File: src/rtl/rreq_tx.sv
// rtl/rreq_tx.sv - clocked sender for a 4-phase bundled-data request/acknowledge link
// REack is synchronized before use; Rreq and Rdata are driven straight from flops.
module rreq_tx #(
  parameter int WIDTH       = 8,
  parameter int SYNC_STAGES = 2
) (
  input  logic             clk,
  input  logic             rst,
  input  logic             in_valid,
  output logic             in_ready,
  input  logic [WIDTH-1:0] in_data,
  output logic             Rreq,
  output logic [WIDTH-1:0] Rdata,
  input  logic             REack,
  output logic             busy,
  output logic [15:0]      xfer_count,
  output logic             proto_err
);

  typedef enum logic [1:0] {
    IDLE,
    SETUP,
    REQ_HI,
    REQ_LO
  } state_t;

  state_t                 state;
  state_t                 state_nxt;
  logic [SYNC_STAGES-1:0] ack_sync;
  logic                   ack_s;
  logic                   accept;
  logic                   done;
  logic                   perr_hit;

  always_ff @(posedge clk or negedge rst) begin
    if (!rst) begin
      ack_sync <= '0;
    end else begin
      ack_sync <= {ack_sync[SYNC_STAGES-2:0], REack};
    end
  end

  assign ack_s    = ack_sync[SYNC_STAGES-1];
  assign in_ready = (state == IDLE) && !ack_s;
  assign busy     = (state != IDLE);
  // An acknowledge before any request has been raised is a receiver fault.
  assign perr_hit = ack_s && ((state == IDLE) || (state == SETUP));

  always_comb begin
    state_nxt = state;
    accept    = 1'b0;
    done      = 1'b0;
    case (state)
      IDLE: begin
        if (in_valid && in_ready) begin
          accept    = 1'b1;
          state_nxt = SETUP;
        end
      end
      SETUP: begin
        state_nxt = REQ_HI;
      end
      REQ_HI: begin
        if (ack_s) begin
          state_nxt = REQ_LO;
        end
      end
      REQ_LO: begin
        if (!ack_s) begin
          state_nxt = IDLE;
          done      = 1'b1;
        end
      end
    endcase
  end

  // Rreq is registered from the next state so it toggles exactly on state edges.
  always_ff @(posedge clk or negedge rst) begin
    if (!rst) begin
      state      <= IDLE;
      Rreq       <= 1'b0;
      Rdata      <= '0;
      xfer_count <= 16'h0000;
      proto_err  <= 1'b0;
    end else begin
      state <= state_nxt;
      Rreq  <= (state_nxt == REQ_HI);
      if (accept) begin
        Rdata <= in_data;
      end
      if (done) begin
        xfer_count <= xfer_count + 16'd1;
      end
      if (perr_hit) begin
        proto_err <= 1'b1;
      end
    end
  end

endmodule

File: config.mk
export PLATFORM = sky130hd
export DESIGN_NAME = rreq_tx
export DESIGN_NICKNAME = d
export VERILOG_FILES = /design/src/rtl/rreq_tx.sv
export SDC_FILE = /design/constraint.sdc
export NUM_CORES = 1
export LEC_CHECK = 0
export CAP_MARGIN = 25
export CELL_PAD_IN_SITES_DETAIL_PLACEMENT = 1
export CELL_PAD_IN_SITES_GLOBAL_PLACEMENT = 1
export CORE_ASPECT_RATIO = 0.9
export CORE_MARGIN = 5
export CORE_UTILIZATION = 25
export DETAILED_ROUTE_END_ITERATION = 6
export DONT_BUFFER_PORTS = 1
export PLACE_DENSITY = 0.43
export REMOVE_ABC_BUFFERS = 1
export SETUP_SLACK_MARGIN = 0.5
export SLEW_MARGIN = 20
export SYNTH_ARGS = -nofsm -noshare
export SYNTH_HDL_FRONTEND = slang
export SYNTH_SLANG_ARGS = --single-unit
File: constraint.sdc
create_clock -name clk -period 2.2 [get_ports clk]
set_clock_uncertainty 0.2 [all_clocks]
set_input_delay 0.44 -clock clk [delete_from_list [all_inputs] [get_ports clk]]
set_output_delay 0.44 -clock clk [all_outputs]
set_load 0.01 [all_outputs]
-- Word-level counts from Yosys, hierarchy flattened
Index checks and enable logic that the tools add are counted.
- word-level logic and storage cells: 26
- output and inout port bits: 28
- bits of input ports: 12
- register bits: 30
- eq/ne operators: 4
- reduce and logical (&&, ||, !) cells: 7
- muxes and demuxes: 8
- $add $sub $neg: 1
- operator list (cell ; count):
    16-bit by 1-bit adder with 16-bit output (second input constant) ; 1
    2-bit one-hot mux with 4 select lines ; 1
    2-bit == test (second input constant) ; 3
    2-bit 2-to-1 mux ; 3
    1-bit 2-to-1 mux ; 4
    1-bit logical AND ; 3
    2-bit by 1-bit == test with 1-bit output (second input constant) ; 1
    2-bit zero test ; 1
    2-bit nonzero test ; 1
    1-bit zero test ; 1
    1-bit logical OR ; 1

-- Depth between registers and ports, before layout
Gate-level depths: netlist of run 1.
- depth in word-level cells: 6
- gate-level depth with buffers: 5
- depth with buffers taken out: 5

-- Worst setup path after synthesis of run 1
Ideal clock, no wire load.
- path type: flip-flop to flip-flop
- from: register state[1]
- to: register Rdata[0]
- clock period less this slack: 1.783 ns
- setup time: 0.125 ns
- path slack: 0.417 ns
- stages on the path, launching flop included: 6
- data required time: 1.875 ns
- buffers on the path: 1
- arrival time: 1.457 ns
- cell sequence: dfrtp_1 -> or2_4 -> nor2_2 -> and2_4 -> buf_8 -> mux2_4
- longest elaborated chain between the ends: 5
- RTL lines (element ; RTL line ; source):
    start, declared ; 27 ; state_t state;
    start signal, assigned ; 86 ; state <= state_nxt;
    2-bit zero test ; 44 ; assign in_ready = (state == IDLE) && !ack_s;
    1-bit logical AND ; 44 ;
    named net in_ready ; 10 ; output logic in_ready,
    1-bit logical AND ; 55 ; if (in_valid && in_ready) begin
    1-bit 2-to-1 mux ; 55 ;
    1-bit 2-to-1 mux ; 53 ; case (state)
    end signal, assigned ; 89 ; Rdata <= in_data;
    end, declared ; 13 ; output logic [WIDTH-1:0] Rdata,
The timed path passes the listed nets, and every way through them passes these cells.
A chain may end at the register's enable or synchronous reset.

-- Worst setup path after layout of run 1
- from: register state[1]
- to: output port in_ready
- longest elaborated chain between the ends: 2
- RTL lines (element ; RTL line):
    2-bit zero test ; 44
    1-bit logical AND ; 44
    end, declared ; 10
No other way between the ends.

==> flow_metrics.env, run 1 <==
export IMPL_drtIter0Drc=26
export IMPL_hold_depth=1
export IMPL_netlist_area_um2=1287
export IMPL_grtUsageMet3_pct=3.874
export IMPL_min_path_type="in2reg"
export IMPL_cp_num_buf_inv=0
export IMPL_routabilityCongestion=0.6873
export IMPL_cts_buffers=5
export IMPL_nets=122
export IMPL_ant_nets=0
export IMPL_rsz0062_at_grt="yes"
export IMPL_worstPathRequired_ns=1.56
export IMPL_clock_sinks=30
export IMPL_ys_seq_area_share_pct=58.31
export IMPL_layout_drive_gt1_share_pct=39.09
export IMPL_hold_viol=0
export IMPL_hold_end="Rdata[6]$_DFFE_PN0P_"
export IMPL_worst_path_max_delay_cell="dfrtp_2"
export IMPL_fin_crit_sh_pct=78.09
export IMPL_criticalPathCategory="reg2out"
export IMPL_dieArea_um2=6687
export IMPL_chipHeight_um=78.08
export IMPL_synth_top_family_by_area="simple AND/OR/NAND/NOR gates"
export IMPL_place_hpwl_um=1907
export IMPL_clockRootBuffer="clkbuf_8"
export IMPL_antenna_found_initial=0
export IMPL_slew_headroom_pct=80.22
export IMPL_place_inst=157
export IMPL_rr_worst_depth=4
export IMPL_grt_pass1_wl_um=4491
export IMPL_core_area_um2=4925
export IMPL_grt_pass1_vias=823
export IMPL_vias_per_cell=4.269
export IMPL_stdcell_count=175
export IMPL_synth_xor_xnor_area_share_pct=10.20
export IMPL_syn_inst=93
export IMPL_n_antenna_cell=0
export IMPL_yosys_top_cells_area="dfrtp_1 58%, mux2_4 9.3%, xnor2_1 7.5%, nor4_4 3.3%, nand2_1 2.9%"
export IMPL_synth_warnings=0
export IMPL_wl_um=2638
export IMPL_drc=0
export IMPL_synth_compound_area_share_pct=1.166
export IMPL_avgSynthCellArea_um2=13.84
export IMPL_hp_start="in_data[6]"
export IMPL_cap_violations=0
export IMPL_clkTransAtPathRegs_ns=0.06
export IMPL_grt_max_degree=31
export IMPL_synthAdderAreaFrac_pct=0.9718
export IMPL_gr_usage_met1_pct=11.09
export IMPL_critPathMaxStageDelay_ns=0.40
export IMPL_fmax_mhz=582.1
export IMPL_met2_usage_pct=12.97
export IMPL_port_buffers=0
export IMPL_arrival_ns=1.08
export IMPL_globalRouteTotalUtil_pct=8.833
export IMPL_globalRoute_busiestLayer="met2"
export IMPL_drtPass1Iterations=2
export IMPL_syn_to_final_growth_pct=23.42
export IMPL_gr_total_overflow=0
export IMPL_final_common_cell="dfrtp_1"
export IMPL_stdcell_area_um2=1589
export IMPL_slew_violations=0
export IMPL_muxShareOfSynthArea_pct=10.20
export IMPL_p_per_area_nw_per_um2=1113
export IMPL_end_kind="primary output"
export IMPL_yosys_area_top_type="dfrtp_1"
export IMPL_ff2ff_setup_slack_ns=0.51
export IMPL_rows=24
export IMPL_synth_distinct_cells=22
export IMPL_outcome="finished, final reports clean"
export IMPL_io_pins=40
export IMPL_start_util_pct=26.14
export IMPL_path_delay_family="flip-flops"
export IMPL_ir_drop_uv=340.1
export IMPL_cp_max_fo=3
export IMPL_chipWidth_um=85.65
export IMPL_yosys_register_bits=30
export IMPL_leakagePower_nw=0.7378
export IMPL_worst_pin_slew_ns=0.2966
export IMPL_h_tree_depth=2
export IMPL_layout_common_cells="21 x dfrtp_1, 11 x xnor2_1, 10 x nand2_1"
export IMPL_period_minus_slack_ns=1.718
export IMPL_worst_setup_path_start_kind="flip-flop"
export IMPL_setup_violations=0
export IMPL_r2r_start="state[1]$_DFF_PN0_"
export IMPL_drt_wirelength_per_cell_um=15.07
export IMPL_yosys_area_share_simple_pct=17.40
export IMPL_netlist_area_leader_share_pct=58.31
export IMPL_placed_area_um2=1354
export IMPL_path_cells="or2_4 > nor2_4"
export IMPL_clk_latency_ns=0.27
export IMPL_clockBufferDepth=2
export IMPL_cts_tree="yes"
export IMPL_tns_ns=0
export IMPL_vias=747
export IMPL_r2r_end="Rdata[7]$_DFFE_PN0P_"
==> power breakdown <==
part           internal (mW)  leakage [nW]  switching [mW]
combinational          0.215         0.310           0.144
clock                  0.316        0.0575           0.200
sequential             0.700         0.370           0.194
total                   1.23         0.738           0.538
==> per-stage QoR <==
step	utilization [%]	hold slack [ns]	power (mW)	setup slack, ns
after floorplan	-	-0.05559	1.117	0.4519
after CTS	31.71	0.09823	1.796	0.4600
after global routing	32.27	0.09281	1.882	0.4249
final	32.27	0.1109	1.769	0.4820
after global placement	27.49	-0.05474	1.190	0.3503
after detailed placement	27.49	-0.05457	1.198	0.3512
==> registers in the layout (all words and copies together) (netlist names) <==
register    count
xfer_count     16
state           2
Rdata           8
proto_err       1
ack_sync        2
Rreq            1
==> final cells by class <==
class / instances / area (um2)
fill: 555 / 3336
multi-input combinational: 60 / 535.5
clock buffer: 8 / 110.1
inverter: 2 / 7.507
tap: 65 / 81.33
sequential: 30 / 762.0
timing repair buffer: 10 / 92.59
==> cells in the mapped netlist (all sizes together) <==
master / count
a21o: 2
and2: 2
and4: 2
buf: 1
dfrtp: 30
ha: 1
inv: 2
mux2: 9
nand2: 10
nand3: 4
nand3b: 1
nand4: 4
nor2: 6
nor4: 2
or2: 2
xnor2: 11
xor2: 4
==> metal layers <==
metal  wire length [um]  share of wire, %
met3                192               7.3
met5                  0                 0
met2               1210                46
met1               1212                46
met4                 22              0.83
==> worst reg2reg max path, cell delays in order, from the launching register on <==
cell	delay, ns
dfrtp_2	0.40
or2_4	0.28
nor2_4	0.12
and2_4	0.26
mux2_4	0.32
==> what timing repair did <==
item,in CTS,in global routing
setup endpoints to repair,17,17
pin swaps,3,2
buffers inserted,4,3
hold buffers,3,0
gates resized for setup,10,3
hold endpoints to repair,31,0
==> worst max-delay path by stage <==
stage	cells after the start	endpoint	slack, ns	startpoint
6_report	2	in_ready	0.48	state[1]$_DFF_PN0_
5_1_grt	2	in_ready	0.42	state[1]$_DFF_PN0_
4_1_cts	2	in_ready	0.46	state[1]$_DFF_PN0_
3_5_place_dp	4	Rdata[1]$_DFFE_PN0P_	0.35	state[1]$_DFF_PN0_
3_3_place_gp	4	Rdata[4]$_DFFE_PN0P_	0.35	state[1]$_DFF_PN0_
2_1_floorplan	4	Rdata[0]$_DFFE_PN0P_	0.45	state[1]$_DFF_PN0_
==> logic make-up after synthesis <==
logic type                 after synthesis
adders and majority gates                1
DFF                                     30
xor gates and xnor gates                15
and+or+nand+nor                         33
buffers and inverters                    3
AOI/OAI and AO/OA                        2
muxes                                    9
Power figures use the tool's default switching activity.
==> run 2, diff against run 1 <==
--- a/config.mk
+++ b/config.mk
@@ -13,7 +13,7 @@
 export CORE_UTILIZATION = 25
 export DETAILED_ROUTE_END_ITERATION = 6
 export DONT_BUFFER_PORTS = 1
-export PLACE_DENSITY = 0.43
+export PLACE_DENSITY = 0.45
 export REMOVE_ABC_BUFFERS = 1
 export SETUP_SLACK_MARGIN = 0.5
 export SLEW_MARGIN = 20
==> constraint.sdc (replaced) <==
create_clock -name clk -period 1.45 [get_ports clk]
set_clock_uncertainty 0.2 [all_clocks]
set_input_delay 0.29 -clock clk [delete_from_list [all_inputs] [get_ports clk]]
set_output_delay 0.29 -clock clk [all_outputs]
set_load 0.01 [all_outputs]
==> flow_metrics.env, run 2 (synthesized netlist as in run 1, its figures left out) <==
export IMPL_outcome="finished with violations"
export IMPL_violations="hold timing, setup timing"
export IMPL_intPower_mw=2.123
export IMPL_slew_headroom_pct=81.33
export IMPL_rows=24
export IMPL_antenna_found_initial=0
export IMPL_total_power_mw=3.045
export IMPL_p_seq_share_pct=42.5
export IMPL_nets=145
export IMPL_drc=0
export IMPL_criticalPathCategory="reg2reg"
export IMPL_cap_violations=0
export IMPL_routabilityCongestion=0.7302
export IMPL_path_delay_family="simple AND/OR/NAND/NOR gates"
export IMPL_chipHeight_um=78.08
export IMPL_port_buffers=0
export IMPL_worst_path_max_delay_cell="dfrtp_1"
export IMPL_final_util_pct=36.97
export IMPL_grt_pass1_vias=977
export IMPL_ant_nets=0
export IMPL_clkTransAtPathRegs_ns=0.07
export IMPL_min_path_type="in2async"
export IMPL_io_pins=40
export IMPL_worst_slack_ns=-0.1997
export IMPL_layout_drive_gt1_share_pct=48.87
export IMPL_chipWidth_um=85.65
export IMPL_worstPathRequired_ns=1.41
export IMPL_largest_register_ffs=16
export IMPL_drtIter0Drc=13
export IMPL_clock_sinks=30
export IMPL_period_minus_slack_ns=1.650
export IMPL_switchingPower_mw=0.9224
export IMPL_grt_pass1_wl_um=4954
export IMPL_grt_max_degree=31
export IMPL_drt_wirelength_per_cell_um=15.24
export IMPL_path_cells="or2_4 > nor2_4 > and2_4 > mux2_4"
export IMPL_top_regs="xfer_count (16), Rdata (8)"
export IMPL_globalRouteTotalUtil_pct=9.631
export IMPL_hold_viol=38
export IMPL_rsz0062_at_grt="yes"
export IMPL_ir_drop_uv=686.2
export IMPL_leakagePower_nw=0.8664
export IMPL_comb_power_share_pct=30.5
export IMPL_p_per_area_nw_per_um2=1673
export IMPL_clk_latency_ns=0.28
export IMPL_place_ws_ns=-0.2149
export IMPL_vias=833
export IMPL_clkPwrFrac_pct=27.0
export IMPL_cts_buffers=5
export IMPL_worst_setup_path_start_kind="flip-flop"
export IMPL_whs_ns=-0.5049
export IMPL_setup_violations=24
export IMPL_cp_num_buf_inv=0
export IMPL_hold_buffers=1
export IMPL_layout_common_cells="28 x dfrtp_1, 18 x buf_4, 14 x buf_6"
export IMPL_cts_tree="yes"
export IMPL_clockBufferDepth=2
export IMPL_clockRootBuffer="clkbuf_8"
export IMPL_fmax_mhz=606.2
export IMPL_regMostFlops="xfer_count"
export IMPL_cp_max_fo=9
export IMPL_switching_share_pct=30.29
export IMPL_vias_per_cell=4.207
export IMPL_drtPass1Iterations=2
export IMPL_start_util_pct=26.14
export IMPL_end_kind="flip-flop"
export IMPL_worst_pin_slew_ns=0.2780
export IMPL_core_area_um2=4925
export IMPL_critPathMaxStageDelay_ns=0.40
export IMPL_dieArea_um2=6687
export IMPL_place_hpwl_um=2193
export IMPL_fin_crit_sh_pct=113.8
export IMPL_slew_violations=0
export IMPL_syn_to_final_growth_pct=41.40
export IMPL_n_antenna_cell=0
export IMPL_wl_um=3018
export IMPL_h_tree_depth=2
export IMPL_gr_total_overflow=0
export IMPL_arrival_ns=1.61
export IMPL_final_common_cell="dfrtp_1"
## run 2: changes by cell type in the layout (fill, tap and decap cells not counted), moves of 2 or more
cell      delta
dfrtp_2      -7
dfrtp_1      +7
clkbuf_8     -3
clkinv_2     +2
nor2_1       -2
buf_4       +11
buf_6       +14
nor2_4       +2
## run 2: path summary, 6_finish.rpt
path	startpoint	endpoint	slack (ns)	depth (start not counted)
worst max-delay path	state[1]$_DFF_PN0_	Rdata[7]$_DFFE_PN0P_	-0.20	4
worst min-delay path	rst	Rdata[5]$_DFFE_PN0P_	-0.50	0
worst max register to register	state[1]$_DFF_PN0_	Rdata[7]$_DFFE_PN0P_	-0.20	4
worst min register to register	ack_sync[0]$_DFF_PN0_	ack_sync[1]$_DFF_PN0_	0.15	0
max in group asynchronous	rst	xfer_count[14]$_DFFE_PN0P_	1.46	0
min in group clk	in_data[2]	Rdata[2]$_DFFE_PN0P_	-0.05	1
## run 2: power groups by stage
stage / registers (mW) / clock network (mW) / logic [mW]
after floorplan: 1.32 / 0 / 0.375
after global placement: 1.28 / 0 / 0.756
after detailed placement: 1.28 / 0 / 0.778
after CTS: 1.29 / 0.862 / 0.902
after global routing: 1.32 / 0.901 / 1.00
final: 1.29 / 0.823 / 0.928
## run 2: metrics by stage
stage / setup TNS [ns] / area [um2] / instances
after floorplan: -3.328 / 1272 / 92
after global placement: -2.298 / 1541 / 182
after detailed placement: -2.856 / 1541 / 182
after CTS: -3.274 / 1785 / 196
after global routing: -4.852 / 1821 / 198
final: -3.115 / 1821 / 198
## run 2: worst reg2reg max path: stages (launching register included)
cell and delay, ns:
dfrtp_1 0.40, or2_4 0.25, nor2_4 0.10, and2_4 0.25
mux2_4 0.32
## run 2: timing repair
item	CTS	global route
pin swaps	16	8
endpoints found under the setup margin	56	56
setup buffers	5	2
gates resized for setup	24	4
endpoints found under the hold margin	39	38
## run 2: final cells by class
type | count | area, um2
multi-input cells | 60 | 566.8
inverters | 2 | 7.507
repair buffers | 33 | 302.8
clock inverters | 3 | 40.04
clock buffers | 5 | 68.82
well taps | 65 | 81.33
flip-flops and latches | 30 | 753.2
fillers | 559 | 3104
## run 2: routing by layer
metal | share of wire [%] | vias to the layer above | global-route usage (%)
li1 | - | 392 | -
met1 | 43 | 414 | 11.10
met2 | 48 | 22 | 15.76
met3 | 7.0 | 5 | 3.874
met4 | 1.7 | 0 | 4.272
met5 | 0 | - | 0
==> run 3, diff against run 2 <==
--- a/config.mk
+++ b/config.mk
@@ -13,6 +13,7 @@
 export CORE_UTILIZATION = 25
 export DETAILED_ROUTE_END_ITERATION = 6
 export DONT_BUFFER_PORTS = 1
+export GPL_ROUTABILITY_DRIVEN = 0
 export PLACE_DENSITY = 0.45
 export REMOVE_ABC_BUFFERS = 1
 export SETUP_SLACK_MARGIN = 0.5
==> results of run 3 <==
Final layout, timing and power as in run 2 (identical DEF).
